### config.mk
export PLATFORM = sky130hd
export DESIGN_NAME = inv_substitution_engine
export DESIGN_NICKNAME = d
export VERILOG_FILES = /design/src/rtl/ascon_pkg.sv /design/src/rtl/inv_sbox_column.sv /design/src/rtl/inv_substitution_engine.sv
export SDC_FILE = /design/constraint.sdc
export NUM_CORES = 1
export LEC_CHECK = 0
export ABC_CLOCK_PERIOD_IN_PS = 16050
export CAP_MARGIN = 15
export CELL_PAD_IN_SITES_DETAIL_PLACEMENT = 0
export CELL_PAD_IN_SITES_GLOBAL_PLACEMENT = 1
export CORE_AREA = 2 2 255 257
export CTS_CLUSTER_DIAMETER = 200
export DETAILED_ROUTE_END_ITERATION = 16
export DIE_AREA = 0 0 257 259
export GPL_ROUTABILITY_DRIVEN = 0
export GPL_TIMING_DRIVEN = 0
export HOLD_SLACK_MARGIN = 0.15
export PLACE_DENSITY = 0.66
export SLEW_MARGIN = 10
export SYNTH_ARGS = -nofsm -noshare
export SYNTH_HDL_FRONTEND = slang
export SYNTH_SLANG_ARGS = --single-unit
### constraint.sdc
create_clock -name clk_i -period 16.05 [get_ports clk_i]
set_input_delay 3.21 -clock clk_i [delete_from_list [all_inputs] [get_ports clk_i]]
set_output_delay 3.21 -clock clk_i [all_outputs]
set_load 0.005 [all_outputs]
### src/rtl/ascon_pkg.sv
// ascon_pkg: shared Ascon state type and the forward/inverse 5-bit S-box tables.
// Column packing: {word0, word1, word2, word3, word4} with word 0 as the MSB.
package ascon_pkg;
  localparam int NUM_WORDS = 5;
  localparam int WORD_WIDTH = 64;
  typedef logic [NUM_WORDS-1:0][WORD_WIDTH-1:0] ascon_state_t;
  localparam logic [0:31][4:0] SBOX = {
    5'h04, 5'h0b, 5'h1f, 5'h14, 5'h1a, 5'h15, 5'h09, 5'h02,
    5'h1b, 5'h05, 5'h08, 5'h12, 5'h1d, 5'h03, 5'h06, 5'h1c,
    5'h1e, 5'h13, 5'h07, 5'h0e, 5'h00, 5'h0d, 5'h11, 5'h18,
    5'h10, 5'h0c, 5'h01, 5'h19, 5'h16, 5'h0a, 5'h0f, 5'h17
  };
  localparam logic [0:31][4:0] INV_SBOX = {
    5'h14, 5'h1a, 5'h07, 5'h0d, 5'h00, 5'h09, 5'h0e, 5'h12,
    5'h0a, 5'h06, 5'h1d, 5'h01, 5'h19, 5'h15, 5'h13, 5'h1e,
    5'h18, 5'h16, 5'h0b, 5'h11, 5'h03, 5'h05, 5'h1c, 5'h1f,
    5'h17, 5'h1b, 5'h04, 5'h08, 5'h0f, 5'h0c, 5'h10, 5'h02
  };
endpackage

### src/rtl/inv_sbox_column.sv
// inv_sbox_column: combinational inverse Ascon S-box on one bit-sliced column.
module inv_sbox_column
  import ascon_pkg::*;
(
  input  logic [4:0] col,
  output logic [4:0] inv
);
  assign inv = INV_SBOX[col];
endmodule

### src/rtl/inv_substitution_engine.sv
// inv_substitution_engine: iterative inverse Ascon S-box layer, COLS_PER_CYCLE columns per clock.
// Optional forward-table self-check enabled by ASCON_INV_SBOX_SELFCHECK_EN.
module inv_substitution_engine
  import ascon_pkg::*;
#(
  parameter int COLS_PER_CYCLE = 8
) (
  input  logic         clk_i,
  input  logic         rst_i,
  input  logic         in_valid_i,
  output logic         in_ready_o,
  input  ascon_state_t state_array_i,
  output logic         out_valid_o,
  input  logic         out_ready_i,
  output ascon_state_t state_array_o,
  output logic         check_err_o
);
  localparam int C = COLS_PER_CYCLE;
  localparam int N = 64 / C;
  localparam int CW = (N > 1) ? $clog2(N) : 1;
  if (!(C == 1 || C == 2 || C == 4 || C == 8 || C == 16 || C == 32 || C == 64)) begin : g_bad_cols
    $error("COLS_PER_CYCLE must be 1, 2, 4, 8, 16, 32 or 64");
  end
  typedef enum logic [1:0] {IDLE, RUN, DONE} state_e;
  state_e st, st_nx;
  logic [CW-1:0] cnt;
  logic last;
  logic [5:0] base;
  ascon_state_t work, upd;
  logic [C-1:0][4:0] cin, cout;
  assign last = cnt == CW'(N - 1);
  assign base = 6'(cnt * C);
  for (genvar i = 0; i < C; i++) begin : g_col
    assign cin[i] = {work[0][base + 6'(i)], work[1][base + 6'(i)], work[2][base + 6'(i)],
                     work[3][base + 6'(i)], work[4][base + 6'(i)]};
    inv_sbox_column u_col (.col(cin[i]), .inv(cout[i]));
  end
  always_comb begin
    upd = work;
    for (int i = 0; i < C; i++)
      for (int k = 0; k < NUM_WORDS; k++)
        upd[k][base + 6'(i)] = cout[i][3'(4 - k)];
  end
  always_comb begin
    st_nx = st;
    st_nx = (st == IDLE && in_valid_i) ? RUN :
            (st == RUN && last)        ? DONE :
            (st == DONE && out_ready_i) ? IDLE : st;
  end
  always_ff @(posedge clk_i or posedge rst_i) begin
    if (rst_i) begin
      st   <= IDLE;
      cnt  <= '0;
      work <= '0;
    end else begin
      st <= st_nx;
      if (st == IDLE && in_valid_i) begin
        work <= state_array_i;
        cnt  <= '0;
      end else if (st == RUN) begin
        work <= upd;
        cnt  <= last ? '0 : cnt + 1'b1;
      end
    end
  end
  assign in_ready_o    = st == IDLE;
  assign out_valid_o   = st == DONE;
  assign state_array_o = work;
`ifdef ASCON_INV_SBOX_SELFCHECK_EN
  // Re-applying the forward box to each fresh result must reproduce its source column.
  logic err, mis;
  always_comb begin
    mis = 1'b0;
    for (int i = 0; i < C; i++) mis = mis | (SBOX[cout[i]] != cin[i]);
  end
  always_ff @(posedge clk_i or posedge rst_i) begin
    if (rst_i) err <= 1'b0;
    else if (st == IDLE && in_valid_i) err <= 1'b0;
    else if (st == RUN) err <= err | mis;
  end
  assign check_err_o = err & out_valid_o;
`else
  assign check_err_o = 1'b0;
`endif
endmodule

Word-level counts from Yosys, hierarchy flattened
Memory sizes are Yosys's and may differ from the RTL's.
Cells that the tools add are included.

word-level totals
  input port bits = 324
  RAM bits = 0
  register bits after elaboration = 325
  memory bits (read-only) = 1280
  memories = 8
  output and inout bits = 323
  bits in latches = 0
  logic and storage cells = 232

operators by class
  eq/ne operators = 3
  mux-type cells = 160
  reductions and logical operators = 14
  $add $sub $neg = 8
  magnitude comparators = 24
  divide/modulo/power cells = 0
  bitwise gates (word level) = 8
  shift operators = 0
  multipliers = 0

memories
  memory            depth  bits a word  read ports  clocked after memory_dff  write ports  line                  text
  (name not given)  32     5            1           0                         0            inv_sbox_column.sv:8  assign inv = INV_SBOX[col];
  (name not given)  32     5            1           0                         0            inv_sbox_column.sv:8
  (name not given)  32     5            1           0                         0            inv_sbox_column.sv:8
  (name not given)  32     5            1           0                         0            inv_sbox_column.sv:8
  (name not given)  32     5            1           0                         0            inv_sbox_column.sv:8
  (name not given)  32     5            1           0                         0            inv_sbox_column.sv:8
  +2 memories       n/a    n/a          n/a         n/a                       n/a          n/a

operator list
  cell                 number
  $bwmux 64            40
  $mux 320             2
  $bmux 1 s6           35
  $mux 4               16
  $lt 6x7->1 const B   8
  $ge 6x1->1 const B   8
  $ge 6x6->1 const B   8
  $mux 1               48
  $not 5->6            8
  $demux 1 s6          7
  $add 6x3->6 const B  4
  $bmux 1 s3           5
  $add 6x2->6 const B  2
  $logic_and 1x1->1    11
  $mux 3               3
  $add 6x1->6 const B  1
  $mux 2               3
  $add 3x1->3 const B  1
  $demux 1 s3          1
  $eq 3x3->1 const B   1
  $reduce_bool 3->1    1
  $eq 2x1->1 const B   1
  $eq 2x2->1 const B   1
  $logic_not 2->1      1
  $reduce_bool 2->1    1

Longest topological paths before layout
  word-level depth = 16
  gate-level depth with buffers = 13
  gate-level depth less buffers = 10

By module
A second synthesis with hierarchy kept.

unflattened totals
  cell total of the unflattened synthesis = 2454
  area, all modules = 20975.1 µm²

by module, submodules not included
  module                                 times used  area each (µm²)  cells an instance  sequential area each (µm²)
  inv_substitution_engine                1           18086.1          2068               8132.8
  inv_sbox_column at g_col[0].u_col ...  7           361.6            48                 0.0
  inv_sbox_column at g_col[1].u_col      1           357.8            50                 0.0

Worst setup path after synthesis
Ideal clock, no wire load.

  path kind = input port to flip-flop
  start point = input in_valid_i
  end point = register work (netlist bit state_array_o[262])
  library setup time = 0.085 ns
  path slack = 11.273 ns
  stages on the path = 6
  path buffers = 3
  data arrival time = 4.693 ns
  path through = nor3b_1 > clkbuf_1 > clkbuf_1 > clkbuf_1 > a22oi_1 > o21ai_0

between the ends
  word-level cells in the longest chain between the ends = 2

RTL lines
  item                                           line                           text
  start, declared                                inv_substitution_engine.sv:10  input logic in_valid_i,
  $logic_and 1x1->1 *                            inv_substitution_engine.sv:57  if (st == IDLE && in_valid_i) begin
  $mux 320 or $reduce_bool 2->1 (tied branches)  n/a
  end signal, assigned                           inv_substitution_engine.sv:58  work <= state_array_i;
  end signal, assigned                           inv_substitution_engine.sv:61  work <= upd;
  end, declared                                  inv_substitution_engine.sv:29  ascon_state_t work, upd;

Mark *: on every way between the ends. The rest lies on a longest branch, timed or not.
A chain may end at the register's enable or synchronous reset.

Final worst setup path
  start point = input in_valid_i
  end point = register work (netlist bit state_array_o[114])

Same word-level chain as after synthesis.

==> metrics <==
outcome=finished clean; prevailing post-synth register cell=dfrtp_1; gr ovfl total=0; Max clock buf depth=3; Async SR Flop Fraction=100%; Post-Synth Adder-Cell Area=3.48%; top post-synthesis cells by count=325 x dfrtp_1, 278 x o21ai_0, 221 x a22oi_1; share of power burned in registers=22.4%; # port buffers=645; Initial Util=28.1%; share of the synthesized area in the top cell type=45.3%; Seq/Total Area, Yosys=45.3%; Net Count, Synth=2122; dpl hpwl=86300 um; PD cells=275 mW/mm2; Post-Layout Cell Count=3334; Synth cell types=73; Max Cap Viol=0; EDFF count, synth=0; post-cts resize count=0; DR vias/cell=5.83; hold_ws=0.536 ns; vias in the first global route=19400; max-slew violation count=0; Mapped Cells=1748; Post-Place Setup Slack=9.12 ns; fin util=42.3%; most common cell in the netlist=dfrtp_1; Post-Synth XOR/XNOR Area=0.766%; H-tree depth=2; synth warn=0; fin crit period=6.54 ns; unrepaired setup endpoints after global routing=false; TritonCTS Buffers=40; clock group share of total power=12.8%; Peak VDD IR=0.000155 V; post-synthesis mux area share=12.9%; worst-path maximum fanout=10; Post-CTS Setup Repair Bufs=0; clock sink count=325; Worst Slack Setup Final=9.51 ns; WL final=115000 um; Reg clk slew, reported paths=0.06 ns; Logic pwr share=64.7%; peak per-stage delay on the critical path=1.01 ns; Fmax=0.153 GHz; Worst path most repeated cell=clkbuf_1; Cell Rows=93; number of synthesized register bits=325; CP Launch Type=input pin; routed len/inst=34.6 um; crit path DAT=7.03 ns; clock latency on the worst-skew pair=0.59 ns; P_sw=3640 uW; proportion of layout cells with a drive suffix above 1=8.25%; CP Capture Type=register; Global Route Usage Sum=33.6%; full die area=0.0666 mm2; worst slew pin tran=1.31 ns; worst-path cell chain=clkdlybuf4s50_1, nor3b_1, clkbuf_1, clkbuf_1, clkbuf_1, a22oi_1, o21ai_0; simple-gate share of the synthesized area=7.08%; core area=0.0639 mm2; die width=257 um; hold buffer count at cts=0; initial drt markers=2268; # setup viols final=0; Sw Share=49.1%; Final Cycle Share=40.8%; Clock Tree Root=clkbuf_16; Hold Vio Cnt, Final=0; Setup CP Type=in2reg; max_slew headroom=12.4%; Routed Antenna Nets=0; Lkg Pwr=0.0115 uW; synthesized cell area=0.0180 mm2; FILL cells=6178; Boundary Pins=647; Placed Cells incl. Taps=3255; syn_area_per_cell=10.3 um2; Hold Path Class=reg2reg; P&R area growth vs syn=50.3%; Synth Area in Compound Gates=25.7%; Internal=3770 uW; via count=19400; Req. time, crit path=16.53 ns; synth top area cells=dfrtp_1 45%, a22oi_1 9.2%, o21ai_0 7.7%, mux2i_1 6.2%, nand2_1 4.0%; DR DRC count=0; TritonCTS clock tree=yes; largest family of logic cells by synthesized area=compound AO/OA/AOI/OAI gates; first-pass GRT wire length=157000 um; die extent in y=259 um; Slowest-stage cell, CP=clkbuf_1; initial antenna violation count=15; Pre-antenna DRT Iters=6; leading area contributor after synthesis=dfrtp_1; clk_skew=0.0380 ns; largest net degree at the start of global routing=110; final net count=2818
## layout make-up
type                            instances  area (um2)  share of cell area [%]
Multi-Input combinational cell       1244        8980                    33.2
Clock buffer                           58        1190                    4.41
Buffer                                137         701                    2.60
Timing Repair Buffer                  654        6600                    24.4
Antenna cell                            7        17.5                  0.0649
Tap cell                              855        1070                    3.96
Sequential cell                       325        8130                    30.1
Inverter                               42         165                   0.612
Clock inverter                         12         150                   0.556
## metal layers
metal  vias up  GRT usage (%)  share of wire (%)
met4        10           11.8                3.9
met1      9964           42.9                 40
met3       225           9.30                9.9
met2      1265           54.7                 47
li1       7985              -                  -
met5         -              0              0.060
## cell usage in the layout (no fill, tap or decap), types with 42 or more instances in the layout
cell,Yosys,routed
o21ai_0,278,277
nand2_1,190,190
a22oi_1,221,221
clkdlybuf4s50_1,0,645
clkbuf_16,0,42
dfrtp_1,325,325
nor2_1,44,44
ha_1,50,50
mux2i_1,111,111
clkbuf_1,94,101
## state kept, by name (all words and copies together) (netlist names)
name,count
cnt,3
st,2
state_array_o,320
## metrics by stage
| stage | setup TNS (ns) | total power [uW] | cell area [um2] |
|---|---|---|---|
| 2_1_floorplan | 0 | 3950 | 18000 |
| 3_3_place_gp | -280.02 | 6230 | 25500 |
| 3_5_place_dp | 0 | 6330 | 25600 |
| 4_1_cts | 0 | 7300 | 27000 |
| 5_1_grt | 0 | 7740 | 27000 |
| 6_report | 0 | 7410 | 27000 |
## critical path, delay by kind of cell
family / cells / cell delay, ns
buf+inv: 4 / 2.62
simple gates: 1 / 0.71
compound gates: 2 / 0.46
## kinds of logic after synthesis
| kind of cell | count (synthesis) |
|---|---|
| buffers and inverters | 179 |
| AO/OA/AOI/OAI | 700 |
| other | 1 |
| AND/OR/NAND/NOR | 297 |
| flip-flops | 325 |
| adder cells (fa/ha/maj) | 50 |
| multiplexers | 182 |
| XOR/XNOR | 14 |
## path summary, 6_finish.rpt
check,from,to,slack [ns],cells past startpoint
min reg2reg,state_array_o[68],state_array_o[68],0.54,2
min in group asynchronous,rst_i,state_array_o[273],3.05,2
min,state_array_o[68],state_array_o[68],0.54,2
max in group asynchronous,rst_i,state_array_o[78],11.64,4
max reg2reg,cnt[1],state_array_o[154],11.56,12
max,in_valid_i,state_array_o[114],9.51,7
## power by group through the flow
stage          sequential, uW  combinational [uW]  clock, uW
5_1_grt                  1700                5060        988
3_5_place_dp             1650                4680          0
4_1_cts                  1640                4700        958
2_1_floorplan            1520                2430          0
6_report                 1660                4800        953
3_3_place_gp             1640                4590          0
(Power assumes the default switching activity.)
